[config.mk]
export PLATFORM = sky130hd
export DESIGN_NAME = bcd_down_timer_flat
export DESIGN_NICKNAME = d
export VERILOG_FILES = /design/src/rtl/stopwatch_pkg.sv /design/src/rtl/bcd_down_timer_if.sv /design/src/rtl/bcd_digit_dec.sv /design/src/rtl/bcd_down_timer.sv /design/src/flat_wrapper.sv
export SDC_FILE = /design/constraint.sdc
export NUM_CORES = 1
export LEC_CHECK = 0
export CORE_ASPECT_RATIO = 0.5
export CORE_MARGIN = 1
export CORE_UTILIZATION = 39
export DETAILED_ROUTE_END_ITERATION = 7
export HOLD_SLACK_MARGIN = 0.02
export PLACE_DENSITY = 0.84
export SKIP_LAST_GASP = 1
export SLEW_MARGIN = 20
export SYNTH_ARGS = -nofsm -noshare
export SYNTH_HDL_FRONTEND = slang
export SYNTH_SLANG_ARGS = --single-unit
[constraint.sdc]
create_clock -name clk -period 1.5 [get_ports clk]
set_input_delay 0.15 -clock clk [delete_from_list [all_inputs] [get_ports clk]]
set_output_delay 0.15 -clock clk [all_outputs]
set_load 0.03 [all_outputs]
[src/rtl/stopwatch_pkg.sv]
// stopwatch_pkg: shared types and digit limits for the stopwatch/timer digit chains.
//   bcd_t          - one 4-bit BCD digit
//   timer_state_t  - countdown timer control states
//   *_MAX          - largest value of each fixed-range digit
package stopwatch_pkg;

    typedef logic [3:0] bcd_t;

    typedef enum logic [1:0] {
        IDLE,
        PAUSE,
        RUN,
        EXPIRED
    } timer_state_t;

    localparam bcd_t SEC_ONES_MAX = 4'd9;
    localparam bcd_t SEC_TENS_MAX = 4'd5;
    localparam bcd_t MIN_ONES_MAX = 4'd9;

endpackage

[src/rtl/bcd_down_timer_if.sv]
// bcd_down_timer_if: control, preset and display bundle of the MM:SS countdown timer.
//   master - button/FSM + display side: drives tick/load/start/stop/clear and presets,
//            reads digits and status
//   slave  - the timer itself
interface bcd_down_timer_if;
    import stopwatch_pkg::*;

    logic tick;
    logic load;
    logic start;
    logic stop;
    logic clear;
    bcd_t pre_min_tens;
    bcd_t pre_min_ones;
    bcd_t pre_sec_tens;
    bcd_t pre_sec_ones;
    bcd_t min_tens;
    bcd_t min_ones;
    bcd_t sec_tens;
    bcd_t sec_ones;
    logic running;
    logic expired;
    logic done;
    logic load_err;

    modport master (
        output tick, load, start, stop, clear,
        output pre_min_tens, pre_min_ones, pre_sec_tens, pre_sec_ones,
        input  min_tens, min_ones, sec_tens, sec_ones,
        input  running, expired, done, load_err
    );

    modport slave (
        input  tick, load, start, stop, clear,
        input  pre_min_tens, pre_min_ones, pre_sec_tens, pre_sec_ones,
        output min_tens, min_ones, sec_tens, sec_ones,
        output running, expired, done, load_err
    );

endinterface

[src/rtl/bcd_digit_dec.sv]
// bcd_digit_dec: one registered BCD digit of a down-counting borrow chain.
//   clk, reset (sync, active-low) - clock and reset (digit clears to 0)
//   borrow_in  - decrement request from the next lower digit (or the tick)
//   load       - overwrite the digit with load_val (wins over borrow_in)
//   digit      - current digit value
//   borrow_out - this digit wrapped 0 -> MAX, so the next higher digit must decrement
//   is_zero    - digit currently reads 0
module bcd_digit_dec
    import stopwatch_pkg::*;
#(
    parameter bcd_t MAX = 4'd9
) (
    input  logic clk,
    input  logic reset,
    input  logic borrow_in,
    input  logic load,
    input  bcd_t load_val,
    output bcd_t digit,
    output logic borrow_out,
    output logic is_zero
);

    assign is_zero    = digit == 4'd0;
    assign borrow_out = borrow_in & is_zero;

    always_ff @(posedge clk) begin
        if (!reset)
            digit <= '0;
        else if (load)
            digit <= load_val;
        else if (borrow_in)
            digit <= is_zero ? MAX : digit - 4'd1;
    end

endmodule

[src/rtl/bcd_down_timer.sv]
// bcd_down_timer: loadable MM:SS BCD countdown timer, one second per tick.
//   clk    - rising-edge clock
//   reset  - synchronous, active-low reset (IDLE, digits 00:00)
//   bus    - bcd_down_timer_if.slave: tick/load/start/stop/clear, preset digits in,
//            registered digits, running, expired, done pulse, load_err pulse out
//   MIN_TENS_MAX - largest legal minutes-tens digit
// Build option: BCD_DOWN_TIMER_AUTORELOAD_EN reloads the last valid preset on
// reaching 00:00 and keeps running instead of latching EXPIRED.
module bcd_down_timer
    import stopwatch_pkg::*;
#(
    parameter bcd_t MIN_TENS_MAX = 4'd5
) (
    input  logic clk,
    input  logic reset,
    bcd_down_timer_if.slave bus
);

    timer_state_t state, state_d;
    logic [15:0]  preset, pre_q, load_val;
    logic         valid, nonzero, at_one, dec;
    logic         accept, reload, dig_load;
    logic         done_d, err_d, done_q, err_q;
    logic         b_so, b_st, b_mo, unused_b_mt;
    logic         z_st, z_mo, z_mt, unused_z_so;

    assign preset  = {bus.pre_min_tens, bus.pre_min_ones, bus.pre_sec_tens, bus.pre_sec_ones};
    assign valid   = bus.pre_sec_ones <= SEC_ONES_MAX && bus.pre_sec_tens <= SEC_TENS_MAX &&
                     bus.pre_min_ones <= MIN_ONES_MAX && bus.pre_min_tens <= MIN_TENS_MAX;
    assign nonzero = |preset;
    assign dec     = state == RUN && bus.tick;
    // this tick's decrement lands on 00:00
    assign at_one  = z_mt & z_mo & z_st & (bus.sec_ones == 4'd1);

    always_comb begin
        state_d = state;
        done_d  = 1'b0;
        err_d   = 1'b0;
        accept  = 1'b0;
        reload  = 1'b0;
        if (bus.clear) begin
            state_d = IDLE;
        end else if (bus.load && state != RUN) begin
            accept  = valid;
            err_d   = !valid;
            state_d = !valid ? state : nonzero ? PAUSE : IDLE;
        end else if (state == PAUSE && bus.start) begin
            state_d = RUN;
        end else if (state == RUN) begin
            if (dec && at_one) begin
                done_d = 1'b1;
`ifdef BCD_DOWN_TIMER_AUTORELOAD_EN
                reload  = 1'b1;
                state_d = bus.stop ? PAUSE : RUN;
`else
                state_d = EXPIRED;
`endif
            end else if (bus.stop) begin
                state_d = PAUSE;
            end
        end
    end

    // clear, accepted preset and auto-reload all go through the digits' load port,
    // which overrides the same-cycle decrement
    assign dig_load = bus.clear | accept | reload;
    assign load_val = bus.clear ? 16'h0000 : accept ? preset : pre_q;

    always_ff @(posedge clk) begin
        if (!reset) begin
            state  <= IDLE;
            pre_q  <= '0;
            done_q <= 1'b0;
            err_q  <= 1'b0;
        end else begin
            state  <= state_d;
            pre_q  <= accept ? preset : pre_q;
            done_q <= done_d;
            err_q  <= err_d;
        end
    end

    bcd_digit_dec #(.MAX(SEC_ONES_MAX)) u_sec_ones (
        .clk(clk), .reset(reset), .borrow_in(dec), .load(dig_load), .load_val(load_val[3:0]),
        .digit(bus.sec_ones), .borrow_out(b_so), .is_zero(unused_z_so)
    );

    bcd_digit_dec #(.MAX(SEC_TENS_MAX)) u_sec_tens (
        .clk(clk), .reset(reset), .borrow_in(b_so), .load(dig_load), .load_val(load_val[7:4]),
        .digit(bus.sec_tens), .borrow_out(b_st), .is_zero(z_st)
    );

    bcd_digit_dec #(.MAX(MIN_ONES_MAX)) u_min_ones (
        .clk(clk), .reset(reset), .borrow_in(b_st), .load(dig_load), .load_val(load_val[11:8]),
        .digit(bus.min_ones), .borrow_out(b_mo), .is_zero(z_mo)
    );

    // never borrows below 00:00, so its wrap value and borrow_out are unused
    bcd_digit_dec #(.MAX(MIN_TENS_MAX)) u_min_tens (
        .clk(clk), .reset(reset), .borrow_in(b_mo), .load(dig_load), .load_val(load_val[15:12]),
        .digit(bus.min_tens), .borrow_out(unused_b_mt), .is_zero(z_mt)
    );

    assign bus.running  = state == RUN;
    assign bus.expired  = state == EXPIRED;
    assign bus.done     = done_q;
    assign bus.load_err = err_q;

endmodule

[src/flat_wrapper.sv]
// flat-port wrapper written by rule: the top's interface ports become plain ports
module bcd_down_timer_flat import stopwatch_pkg::*;
#(
    parameter bcd_t MIN_TENS_MAX = 4'd5
)
  (clk, reset, bus_tick, bus_load, bus_start, bus_stop, bus_clear, bus_pre_min_tens, bus_pre_min_ones, bus_pre_sec_tens, bus_pre_sec_ones, bus_min_tens, bus_min_ones, bus_sec_tens, bus_sec_ones, bus_running, bus_expired, bus_done, bus_load_err);
  bcd_down_timer_if bus_i ();
  input  logic clk;
  input  logic reset;
  input wire logic [$bits(bus_i.tick)-1:0] bus_tick;
  input wire logic [$bits(bus_i.load)-1:0] bus_load;
  input wire logic [$bits(bus_i.start)-1:0] bus_start;
  input wire logic [$bits(bus_i.stop)-1:0] bus_stop;
  input wire logic [$bits(bus_i.clear)-1:0] bus_clear;
  input wire logic [$bits(bus_i.pre_min_tens)-1:0] bus_pre_min_tens;
  input wire logic [$bits(bus_i.pre_min_ones)-1:0] bus_pre_min_ones;
  input wire logic [$bits(bus_i.pre_sec_tens)-1:0] bus_pre_sec_tens;
  input wire logic [$bits(bus_i.pre_sec_ones)-1:0] bus_pre_sec_ones;
  output wire logic [$bits(bus_i.min_tens)-1:0] bus_min_tens;
  output wire logic [$bits(bus_i.min_ones)-1:0] bus_min_ones;
  output wire logic [$bits(bus_i.sec_tens)-1:0] bus_sec_tens;
  output wire logic [$bits(bus_i.sec_ones)-1:0] bus_sec_ones;
  output wire logic [$bits(bus_i.running)-1:0] bus_running;
  output wire logic [$bits(bus_i.expired)-1:0] bus_expired;
  output wire logic [$bits(bus_i.done)-1:0] bus_done;
  output wire logic [$bits(bus_i.load_err)-1:0] bus_load_err;
  assign bus_i.tick = bus_tick;
  assign bus_i.load = bus_load;
  assign bus_i.start = bus_start;
  assign bus_i.stop = bus_stop;
  assign bus_i.clear = bus_clear;
  assign bus_i.pre_min_tens = bus_pre_min_tens;
  assign bus_i.pre_min_ones = bus_pre_min_ones;
  assign bus_i.pre_sec_tens = bus_pre_sec_tens;
  assign bus_i.pre_sec_ones = bus_pre_sec_ones;
  assign bus_min_tens = bus_i.min_tens;
  assign bus_min_ones = bus_i.min_ones;
  assign bus_sec_tens = bus_i.sec_tens;
  assign bus_sec_ones = bus_i.sec_ones;
  assign bus_running = bus_i.running;
  assign bus_expired = bus_i.expired;
  assign bus_done = bus_i.done;
  assign bus_load_err = bus_i.load_err;
  bcd_down_timer #(.MIN_TENS_MAX(MIN_TENS_MAX)) u_core (.clk(clk), .reset(reset), .bus(bus_i));
endmodule
==> results of run 1 <==
metrics by stage:
| stage | std cells | TNS, ps | worst slack [ps] | hold slack (ps) |
|---|---|---|---|---|
| finish | 295 | -529.9 | -105.0 | 432.8 |
| global route | 295 | -1118 | -126.3 | 441.8 |
| CTS | 293 | -80.98 | -41.03 | 432.4 |
| detailed placement | 286 | -6375 | -446.6 | 481.9 |
| global placement | 286 | -6037 | -406.0 | 470.1 |
| floorplan | 159 | -67.56 | -48.43 | 275.8 |
final cells by class:
class	instances	area share
multi-input cells	129	0.4051
repair buffers	99	0.3624
flip-flops and latches	20	0.1823
clock buffers	4	0.02380
well taps	40	0.02163
inverters	3	0.004867
sequential cells by signal (all words and copies together), names as in the netlist:
signal                   count
u_core.state                 2
u_core.bus.load_err          1
u_core.u_min_ones.digit      4
u_core.u_min_tens.digit      4
u_core.u_sec_tens.digit      4
u_core.u_sec_ones.digit      4
u_core.bus.done              1
critical path, cell delays in order (launching register included):
cell and delay (ps):
sky130_fd_sc_hd__dfxtp_4 370, sky130_fd_sc_hd__nor4bb_4 460, sky130_fd_sc_hd__and3_4 260, sky130_fd_sc_hd__buf_4 110, sky130_fd_sc_hd__nor2_1 40, sky130_fd_sc_hd__a221oi_2 260
power breakdown:
group,total (mW),internal [mW],switching (mW)
Combinational,0.437,0.217,0.220
Sequential,0.572,0.550,0.0221
Clock,0.423,0.234,0.189
Total,1.43,1.00,0.431
metal layers:
layer,track usage,share of wire,up-vias
met5,0,0,-
met4,0.07931,0.023,0
met3,0.05652,0.075,15
met2,0.4738,0.46,67
met1,0.3818,0.44,767
li1,-,-,807
cell usage in the layout, fill, tap and decap left out, types with 3 or more instances in the layout:
cell,netlist,layout
sky130_fd_sc_hd__buf_4,0,51
sky130_fd_sc_hd__dlygate4sd2_1,0,24
sky130_fd_sc_hd__nand2_1,24,22
sky130_fd_sc_hd__clkdlybuf4s50_1,0,15
sky130_fd_sc_hd__dfxtp_1,20,9
sky130_fd_sc_hd__nor2_1,10,8
sky130_fd_sc_hd__dfxtp_2,0,8
sky130_fd_sc_hd__o31ai_1,7,7
sky130_fd_sc_hd__a21oi_1,10,6
sky130_fd_sc_hd__buf_6,1,6
sky130_fd_sc_hd__nor3_1,6,5
sky130_fd_sc_hd__o21ai_0,8,5
sky130_fd_sc_hd__and3_2,4,4
sky130_fd_sc_hd__a31oi_1,4,4
sky130_fd_sc_hd__nor4_1,5,4
sky130_fd_sc_hd__clkbuf_8,0,4
sky130_fd_sc_hd__inv_1,3,3
sky130_fd_sc_hd__and2_1,6,3
sky130_fd_sc_hd__o21ai_1,1,3
sky130_fd_sc_hd__and2_4,0,3
sky130_fd_sc_hd__nand3_1,4,3
sky130_fd_sc_hd__a21oi_2,0,3
sky130_fd_sc_hd__o22a_1,3,3
sky130_fd_sc_hd__dfxtp_4,0,3
worst max-delay path by stage:
stage / from / to / slack [ps] / cells past startpoint
2_1_floorplan: u_core.u_sec_ones.digit[3]$_SDFFE_PN0P_ / u_core.u_min_tens.digit[1]$_SDFFE_PN0P_ / -50 / 7
3_3_place_gp: bus_pre_sec_ones[2] / u_core.u_min_ones.digit[2]$_SDFFE_PN0P_ / -410 / 8
3_5_place_dp: bus_pre_min_ones[2] / u_core.u_min_ones.digit[3]$_SDFFE_PN0P_ / -450 / 7
4_1_cts: u_core.state[1]$_SDFFE_PP0P_ / bus_expired / -40 / 4
5_1_grt: u_core.state[0]$_SDFFE_PP0P_ / u_core.u_min_ones.digit[3]$_SDFFE_PN0P_ / -130 / 5
6_report: u_core.state[0]$_SDFFE_PP0P_ / u_core.u_min_ones.digit[3]$_SDFFE_PN0P_ / -100 / 5
cells by family (layout without fill, tap and decap cells):
| logic type | count (synthesis) | count (layout) | synth area share |
|---|---|---|---|
| AND/OR/NAND/NOR | 76 | 76 | 0.3471 |
| AO/OA/AOI/OAI | 53 | 53 | 0.2999 |
| flip-flops | 20 | 20 | 0.3146 |
| buffers and inverters | 10 | 106 | 0.03834 |
what timing repair did:
item                                   CTS  global route
pin swaps                               11            22
endpoints found under the hold margin    0             0
setup endpoints to repair               32            19
resized for setup                       46            23
hold buffers                             0             0
buffers inserted                         3             2
==> results by stage, run 1 <==
Run status:
- The flow ran to the end, but the final reports show violations.
- The checks that failed: setup timing.

Synthesis:
- By count the netlist is led by sky130_fd_sc_hd__nand2_1, sky130_fd_sc_hd__dfxtp_1, sky130_fd_sc_hd__a21oi_1, sky130_fd_sc_hd__nor2_1, sky130_fd_sc_hd__o21ai_0.
- The share of synthesized area in the top cell type comes to 0.3147.
- The count of yosys warnings during synthesis is 0.
- The largest total area in the synthesized netlist belongs to sky130_fd_sc_hd__dfxtp_1.
- After synthesis the cells add up to approximately 1300 µm².
- In the post-synthesis netlist, the biggest area contributors are sky130_fd_sc_hd__dfxtp_1, sky130_fd_sc_hd__nand2_1, sky130_fd_sc_hd__o31ai_1.
- In the synthesized netlist the async set-or-reset flop fraction comes to 0.
- For this run, the register share of the synthesized area comes to 0.3147.
- Counting flops with a built-in enable in the synthesized netlist gives 0.
- In this run, distinct cell masters in the synthesized netlist total 49.
- Synthesis handed over a netlist of 159 instances.
- The average size of a mapped cell is around 8.0 µm².
- After synthesis the netlist holds a flip-flop and latch count of 20.
- The most common cell in the synthesized netlist is sky130_fd_sc_hd__nand2_1.
- Synthesis produced a netlist with a net count of between 150 and 200.
- The dominant synthesized flop cell is sky130_fd_sc_hd__dfxtp_1.

Global route:
- The initial antenna violation count came to 0.
- The via count of the first global-routing pass was around 1600.
- The wire length of the first global-routing pass is about 7500 µm.
- The global-route usage over all layers is 0.2877.
- The overflow left after global routing is 0.
- Entering global routing, the biggest net connects 16 pins.

Pwr:
- The post-layout total power is roughly 1.4 mW.
- The worst ir drop on vdd is between 300 and 400 µV.
- Summed over all cells, the static leakage comes to 1.056 nW.
- The areal power density over the cells is about 620 nW/µm².

STA:
- In the post-route analysis, the smallest setup slack over all paths is -105.0 ps.
- The worst pin sits at a relative slew slack of 0.6947.
- The final-report hold violation count came to 0.
- The max-slew violation total from the final report came to 0.
- Setup repair after global routing could not meet its margin everywhere.
- Of the available clock period, the critical path in the final layout requires 1.070.
- The routed design could run at a clock period as short as 1605 ps.
- Setup violations remaining at the end of the flow were counted as 11.
- Across the routed clock network, the largest skew measured is 5.526 ps.
- Static timing analysis puts the maximum clock frequency at around 620 MHz.
- For the pin with the worst max-slew slack, the measured transition is 455.5 ps.

Floorplan:
- The die boundary height is approximately 42 µm.
- The die boundary width is 82.78 µm.
- The area of the core region is approximately 3000 µm².
- The die covers about 3500 µm².
- The initial cell density of the core is 0.4175.
- The number of I/O pins is between 40 and 50.
- The number of cell rows is 14.

Worst setup path:
- In this run the critical register-to-register path is launched from u_core.state[0]$_SDFFE_PP0P_.
- The path depth of the worst reg2reg path is 5.
- For the worst setup path, the data arrival time is ~1800 ps.
- The nature of the critical path endpoint is a flip-flop.
- The endpoint of the worst register-to-register path is u_core.u_min_ones.digit[3]$_SDFFE_PN0P_.
- The slack of the worst reg-to-reg path is -100 ps.
- The critical path class is reg2reg.
- The critical-path maximum fanout is 4.
- The worst setup path is launched from a flip-flop.
- At the worst endpoint, the required time is about 1700 ps.

Hold path:
- The start point of the worst min-delay path is bus_pre_sec_tens[1].
- The worst hold path terminates at u_core.u_sec_tens.digit[1]$_SDFFE_PN0P_.
- The worst min-delay path category is in2reg.
- The worst hold path was traced through 4 stages.

Run:
- Across the run, the number of max-cap violations was 0.

Layout:
- The share of final-layout standard cells stronger than drive strength 1 is 0.4314.
- The net count of the finished layout is roughly 280.
- Across the whole layout, storage elements account for about 420 µm².
- The number of fillers in the final layout is 212.
- The post-layout utilization of the core is 0.7590.
- 0 antenna diodes ended up in the layout.
- The area growth from synthesis to final layout is 81.81%.
- The multi-input combinational cell area is between 900 and 1000 µm².
- The design area is roughly 2300 µm².

Clock tree:
- The clock latency at the later pin of the worst-skew pair is 270 ps.
- The clock-pin slew on the worst setup and hold paths is approximately 80 ps.
- The maximum level of the CTS H-tree is 1.
- The number of buffers inserted during clock tree synthesis is 3.
- CTS saw 20 sinks.
- No sink is reached through more buffers than the 2 on the longest clock path.
- TritonCTS built the clock tree.
- Clock tree synthesis selected as its root buffer the cell sky130_fd_sc_hd__clkbuf_8.

Drt:
- The number of nets still failing antenna checks after routing is 0.
- After detailed routing, the number of vias per cell comes to around 5.6.
- The detailed router placed between 1500 and 2000 vias in this run.
- The DRC violations left is 0.
- The detailed-route wire length is 4632 µm.
- In the final routed layout, each cell accounts on average for ~16 µm.
- For this block, the initial DRC count from the detailed router was 84.
- The first detailed-routing pass ran for 4 iterations.

Place:
- The placed wire-length estimate after detailed placement is about 3400 µm.
- Routability-driven placement finished with a final weighted congestion of ~0.95.
- After detailed placement, the total cell area comes to approximately 2100 µm².
- The count of buffers added on input and output ports is 42.
No activity file was read; power rests on OpenSTA's default activity.
==> run 2: changes to the inputs <==
CORE_MARGIN = unset   (was 1)
CORE_UTILIZATION = 45   (was 39)
DONT_BUFFER_PORTS = 1   (was unset)
PLACE_DENSITY = 0.71   (was 0.84)
clock period = 1.7 ns   (was 1.5 ns; I/O delays follow)
==> run 2 against run 1 <==
  * Sequential power fell by 12%
  * Final cell count is 25% lower
  * Largest cell class unchanged
  * The run now ends clean
  * Count of clock-buffer cells in the layout fell by 1
  * Critical endpoint is now u_core.u_min_ones.digit[0]$_SDFFE_PN0P_
==> results by stage, run 2 (same netlist as run 1, synthesis figures left out) <==
Global route:
- The wire length of the first global-routing pass is roughly 5600 µm.
- Entering global routing, the biggest net connects 17 pins.
- Across every metal layer, demand over resource in global routing totals 0.2548.
- The overflow left after global routing is 0.
- The via count of the first global-routing pass is around 1200.
- The initial antenna violation count is 0.

Drt:
- In the routed layout, each cell is associated on average with a via count of 6.136.
- The mean routed wirelength per cell is roughly 17 µm.
- For this block, the via count after detailed routing is 1350.
- The detail route stage leaves a number of antenna-violating nets equal to 0.
- Before antenna repair, the detailed router went through 4 iterations.
- The violation count after the first detailed-route iteration is 66.
- The detailed-route wire length is between 3000 and 4000 µm.
- The DRC violations left is 0.

Floorplan:
- The die boundary width is 77.20 µm.
- For this configuration, the core starts out at a cell density of 0.4829.
- The die outline area is between 3000 and 4000 µm².
- The number of cell rows is 13.
- The area of the core region is approximately 2600 µm².
- During I/O placement, the number of pins put on the boundary was 43.
- In this run the vertical extent of the chip is around 40 µm.

Run:
- The max-capacitance violation count is 0.

Clock tree:
- The clock latency at the later pin of the worst-skew pair is ~260 ps.
- Buffers inserted to repair hold after CTS numbered 0.
- TritonCTS built the clock tree.
- After clock tree synthesis, the setup repair step added 0 buffers.
- The count of clock tree sinks is 20.
- The number of buffers inserted during clock tree synthesis is 3.
- The cell at the root of the clock tree is sky130_fd_sc_hd__clkbuf_8.
- Clock-pin slew was measured on the worst setup and hold paths at 70 ps.
- The clock passes through at most 2 buffers.
- In this run the number of H-tree levels came out at 1.
- Gates resized during post-CTS repair numbered 0.

Layout:
- The count of non-filler cells in the finished layout is 220.
- For this run, the share of the core covered by cells in the final layout is 0.5826.
- The leading cell type in the layout, fill and taps excluded is sky130_fd_sc_hd__buf_4.
- After routing the design area is 1535 µm².
- The number of antenna diodes is 0.
- The share of final-layout standard cells stronger than drive strength 1 is 0.2678.
- In the final design database the tool counted between 200 and 250 nets.
- In the layout the commonest cells are sky130_fd_sc_hd__buf_4, sky130_fd_sc_hd__nand2_1, sky130_fd_sc_hd__dfxtp_1, sky130_fd_sc_hd__nor2_1, sky130_fd_sc_hd__a21oi_1.
- After filler insertion, the fill cell instance count of the layout stands at roughly 250.
- Relative to the synthesized area, the layout overhead comes to 20.65%.

STA:
- Setup repair after global routing left no endpoint under its margin.
- The clock period could shrink to 1588 ps.
- The max-slew violation total from the final report came to 0.
- Setup violations remaining at the end of the flow were counted as 0.
- The final-report hold violation count is 0.
- The post-route fraction of the period consumed by the critical path is 0.9341.
- Once routing completed, OpenROAD measured the worst setup slack at 112.1 ps.
- The top achievable clock speed is between 600 and 700 MHz.
- At the pin with the least slew margin, the transition time is between 400 and 500 ps.
- In this run the tightest slew margin relative to its limit is 0.7101.
- Across all hold checks on the routed design, the worst slack comes to 34.78 ps.
- For the final database, setup skew stands at 3.753 ps.
- The final sum of negative setup slack is 0 ps.

Pwr:
- The areal power density over the cells is 677.5 nW/µm².
- The post-layout total power is approximately 1.0 mW.
- The static leakage is 0.6291 nW.
- The worst ir drop on vdd is about 290 µV.

Place:
- After detailed placement, the design holds a cell count of about 220.
- Timing analysis after detailed placement gives a worst setup slack of ~110 ps.
- Summed over all nets, the half-perimeter wirelength after detailed placement is 2830 µm.
- In this run the cell area measured after placement is roughly 1500 µm².
- The number of port buffers is 0.
- The congestion estimate from routability-driven global placement came to roughly 0.84.

Hold path:
- The worst hold path stage count is 2.
- The end point of the most critical hold path is u_core.u_sec_ones.digit[0]$_SDFFE_PN0P_.
- The startpoint identified for the worst hold timing path is reset.
- The worst hold path belongs to the class in2reg.

Run status:
- The flow ran to the end, and the final reports show no timing, DRC or antenna violations.

Worst setup path:
- The reg-to-reg startpoint is u_core.state[1]$_SDFFE_PP0P_.
- The path depth of the worst reg2reg path is 6.
- The type of element launching the critical path is a flip-flop.
- In this run the worst path has a maximum fanout of 7.
- The worst setup path is captured at a flip-flop.
- The critical path class is reg2reg.
- The slack of the worst reg-to-reg path is roughly 110 ps.
- The endpoint identified for the worst register-to-register timing path is u_core.u_min_ones.digit[0]$_SDFFE_PN0P_.
- STA puts the critical path data required time at around 1900 ps.
- Data on the critical path arrives at its endpoint at between 1500 and 2000 ps.
[run 2: changes by cell type in the layout (fill, tap and decap cells not counted), sizes merged]
cell / previous run / this run
dlygate4sd2: 24 / 0
buf: 57 / 28
clkbuf: 5 / 3
clkdlybuf4s50: 15 / 0
dlymetal6s2s: 1 / 0
clkdlybuf4s15: 1 / 0
[run 2: worst max-delay path by stage]
stage | start | to | slack [ps] | depth (start not counted)
2_1_floorplan | u_core.u_sec_ones.digit[3]$_SDFFE_PN0P_ | u_core.u_min_tens.digit[1]$_SDFFE_PN0P_ | 30 | 7
3_3_place_gp | u_core.state[0]$_SDFFE_PP0P_ | u_core.u_min_ones.digit[2]$_SDFFE_PN0P_ | 130 | 6
3_5_place_dp | u_core.state[0]$_SDFFE_PP0P_ | u_core.u_min_tens.digit[2]$_SDFFE_PN0P_ | 110 | 6
4_1_cts | u_core.state[0]$_SDFFE_PP0P_ | u_core.u_min_ones.digit[2]$_SDFFE_PN0P_ | 100 | 6
5_1_grt | u_core.state[1]$_SDFFE_PP0P_ | u_core.u_sec_tens.digit[3]$_SDFFE_PN0P_ | 10 | 6
6_report | u_core.state[1]$_SDFFE_PP0P_ | u_core.u_min_ones.digit[0]$_SDFFE_PN0P_ | 110 | 6
[run 2: cell type report]
class | count | area (µm²) | area share
Clock buffer | 3 | 41.29 | 0.02689
Inverter | 3 | 11.26 | 0.007335
Multi-Input combinational cell | 129 | 824.5 | 0.5371
Sequential cell | 20 | 401.6 | 0.2616
Tap cell | 37 | 46.29 | 0.03015
Timing Repair Buffer | 28 | 210.2 | 0.1369
[run 2: layer usage]
metal,vias to the layer above,track usage,routed length (µm)
li1,659,-,-
met1,634,0.3292,1706
met2,51,0.4004,1600
met3,6,0.08140,272
met4,0,0.09906,53
met5,-,0,0
[run 2: critical path, stage by stage (launching register included)]
cell and delay [ps]:
sky130_fd_sc_hd__dfxtp_1 420, sky130_fd_sc_hd__nand2b_1 110, sky130_fd_sc_hd__and2_1 220, sky130_fd_sc_hd__a21oi_1 220, sky130_fd_sc_hd__buf_4 190, sky130_fd_sc_hd__nand2_1 100
sky130_fd_sc_hd__o211a_1 220
[run 2: report_power, final]
group	switching [mW]	internal [mW]
combinational	0.134	0.0927
clock	0.151	0.158
sequential	0.0167	0.488
==> run 3: changes to the inputs <==
MAX_ROUTING_LAYER = met4   (was unset)
==> run 3 against run 2 <==
  * Via count increased by 1.2%
  * Sequential cell count stayed put
  * Wire length grew 0.33%
  * Critical path depth unchanged
  * Global-route usage increased by 0.75 points
  * Setup slack got worse by 4.2 ps
  * Register-to-register slack is essentially flat
  * Total power rose by 0.58%
  * Combinational power is essentially flat
  * Sequential power hardly changed
  * Count of clock-buffer cells in the layout unchanged
  * Non-clock buffer count stayed put
  * Largest power group unchanged
  * Highest routed layer unchanged
==> results by stage, run 3 (same netlist as run 1, synthesis figures left out) <==
Drt:
- The count of TritonRoute iterations in the first routing pass is 4.
- The count of nets left with antenna violations once routing finished came out at 0.
- The DRC violations left is 0.
- Dividing the detail-routed wire length by the instance count gives roughly 17 µm.
- The final layout contains routed wiring with a total length of 3644 µm.
- The violation count after the first detailed-route iteration is 67.
- In the routed layout, each cell is associated on average with a via count of around 6.2.
- The number of vias in the routed layout is between 1000 and 1500.

Worst setup path:
- The slack of the worst reg-to-reg path is ~110 ps.
- The number of buffer and inverter stages on the critical path is 1.
- The type of element launching the critical path is a flip-flop.
- The worst register-to-register path ends at u_core.u_min_ones.digit[0]$_SDFFE_PN0P_.
- The critical path's top delay family is compound AO/OA/AOI/OAI gates.
- The critical path is of the reg2reg type.
- On the worst path, the slowest cell contributes a delay of 420 ps.
- The nature of the critical path endpoint is a flip-flop.
- The required time of the critical path is 1850 ps.
- For the worst setup path, the data arrival time is about 1800 ps.
- Walking the worst path, the cells encountered are nand2b_1 > and2_1 > a21oi_1 > buf_4 > nand2_1 > o211a_1.
- The critical-path maximum fanout is 7.
- The reg-to-reg startpoint is u_core.state[1]$_SDFFE_PP0P_.
- For the worst flop-to-flop path, the logic depth is 6.
- The slowest cell on the critical path is sky130_fd_sc_hd__dfxtp_1.

STA:
- The max-slew violation total from the final report came to 0.
- The final setup violation count is 0.
- Setup repair after global routing left no endpoint under its margin.
- The final sum of negative setup slack is 0 ps.
- The worst slew margin relative to its limit is 0.7068.
- In the post-route analysis, the smallest setup slack over all paths is between 100 and 150 ps.
- Subtracting the final worst setup slack from the clock period gives 1592 ps.
- For the pin with the worst max-slew slack, the measured transition is 436.5 ps.
- Derived from the worst setup path, the maximum achievable clock frequency is between 600 and 700 MHz.
- Of the available clock period, the critical path in the final layout requires 0.9365.
- The setup clock skew after layout is 7.153 ps.
- The final-report hold violation count came to 0.

Layout:
- The post-layout utilization of the core is 0.5826.
- At the end of the flow, the number of nets in the layout was between 200 and 250.
- In the layout the commonest cells are sky130_fd_sc_hd__buf_4, sky130_fd_sc_hd__nand2_1, sky130_fd_sc_hd__dfxtp_1, sky130_fd_sc_hd__nor2_1, sky130_fd_sc_hd__a21oi_1.
- Once layout is complete, the cells apart from fillers number 220.
- The repair_antennas step left the layout with diodes totalling 0.
- The share of final-layout standard cells stronger than drive strength 1 is 0.2678.
- The area growth from synthesis to final layout is 20.65%.
- The leading cell type in the layout, fill and taps excluded is sky130_fd_sc_hd__buf_4.

Global route:
- The overflow left after global routing is 0.
- For met2 alone, demand over resource in global routing was 0.4027.
- The via count of the first global-routing pass is 1184.
- In the global route stage, met1 resource usage came out at 0.3292.
- The busiest metal layer after global routing is met2.
- The pin count of the biggest net entering global routing is 17.
- The global-route usage over all layers is 0.2623.
- In the global route stage, met3 resource usage came out at 0.08140.
- The first global-routing pass estimated around 5600 µm of wire.
- The initial antenna violation count is 0.

Pwr:
- Summed over all cells, the static leakage comes to 0.6291 nW.
- The areal power density over the cells is between 600 and 700 nW/µm².
- Power comes to 1.046 mW.
- The worst-case IR drop observed on VDD is approximately 290 µV.

Clock tree:
- The number of buffers inserted during clock tree synthesis is 3.
- The longest clock path from root to sink contains 2 buffers.
- TritonCTS built the clock tree.
- The clock latency at the later pin of the worst-skew pair is roughly 260 ps.
- Clock-pin slew was measured on the worst setup and hold paths at approximately 70 ps.
- In this run the number of H-tree levels came out at 1.
- The clock drives 20 sinks.
- In this run, post-CTS hold repair placed 0 buffers.
- The cell at the root of the clock tree is sky130_fd_sc_hd__clkbuf_8.

Place:
- Routability-driven placement finished with a final weighted congestion of around 0.85.
- The total placed cells including tap cells is around 220.
- During placement, the flow inserted port buffers numbering 0.
- The placed wire-length estimate after detailed placement is 2830 µm.
- Timing analysis after detailed placement gives a worst setup slack of 111.8 ps.

Floorplan:
- The die boundary width is 77.20 µm.
- The number of I/O pins is 43.
- The floorplan step set the die height to between 30 and 40 µm.
- The number of cell rows is 13.
- The floorplan step defined a die boundary enclosing 3057 µm².
- The initial utilization of the core area, before any placement, comes to 0.4829.
- The region available for standard cell placement spans roughly 2600 µm².

Run status:
- The run finished with clean final reports.

Hold path:
- The worst hold path was traced through 2 stages.
- The start point of the worst min-delay path is reset.
- For hold timing, the worst endpoint is u_core.u_sec_ones.digit[0]$_SDFFE_PN0P_.
- The path class of the tightest hold or removal check is in2reg.

Run:
- The max-capacitance violation count is 0.
==> run 3: metrics by stage <==
step	area (µm²)	hold slack (ps)
5_1_grt	1535	28.37
3_3_place_gp	1491	305.9
6_report	1535	32.80
4_1_cts	1533	27.80
3_5_place_dp	1491	307.5
2_1_floorplan	1272	303.3
==> run 3: worst max path at each step <==
stage / from / endpoint / slack (ps) / cells after the start
3_3_place_gp: u_core.state[0]$_SDFFE_PP0P_ / u_core.u_min_ones.digit[2]$_SDFFE_PN0P_ / 130 / 6
3_5_place_dp: u_core.state[0]$_SDFFE_PP0P_ / u_core.u_min_tens.digit[2]$_SDFFE_PN0P_ / 110 / 6
6_report: u_core.state[1]$_SDFFE_PP0P_ / u_core.u_min_ones.digit[0]$_SDFFE_PN0P_ / 110 / 6
2_1_floorplan: u_core.u_sec_ones.digit[3]$_SDFFE_PN0P_ / u_core.u_min_tens.digit[1]$_SDFFE_PN0P_ / 30 / 7
4_1_cts: u_core.state[0]$_SDFFE_PP0P_ / u_core.u_min_ones.digit[2]$_SDFFE_PN0P_ / 100 / 6
5_1_grt: u_core.state[1]$_SDFFE_PP0P_ / u_core.u_sec_tens.digit[3]$_SDFFE_PN0P_ / 10 / 6
==> run 3: timing repair <==
action                                  in CTS  in global routing
setup buffers                                0                  0
endpoints found under the setup margin       0                  7
resized for setup                            0                  2
==> run 3: final cells by class <==
type                    count  area [µm²]
multi-input cells         129       824.5
repair buffers             28       210.2
fillers                   252        1100
clock buffers               3       41.29
inverters                   3       11.26
flip-flops and latches     20       401.6
well taps                  37       46.29
==> run 3: routing by layer <==
metal | wire length (µm) | share of wire
met4 | 57 | 0.016
met2 | 1592 | 0.44
met1 | 1704 | 0.47
met3 | 290 | 0.080
met5 | 0 | 0
==> run 3: power by group <==
group	total, mW	switching [mW]	internal [mW]
clock network	0.315	0.157	0.158
logic	0.227	0.134	0.0927
registers	0.504	0.0166	0.487
total	1.05	0.308	0.738
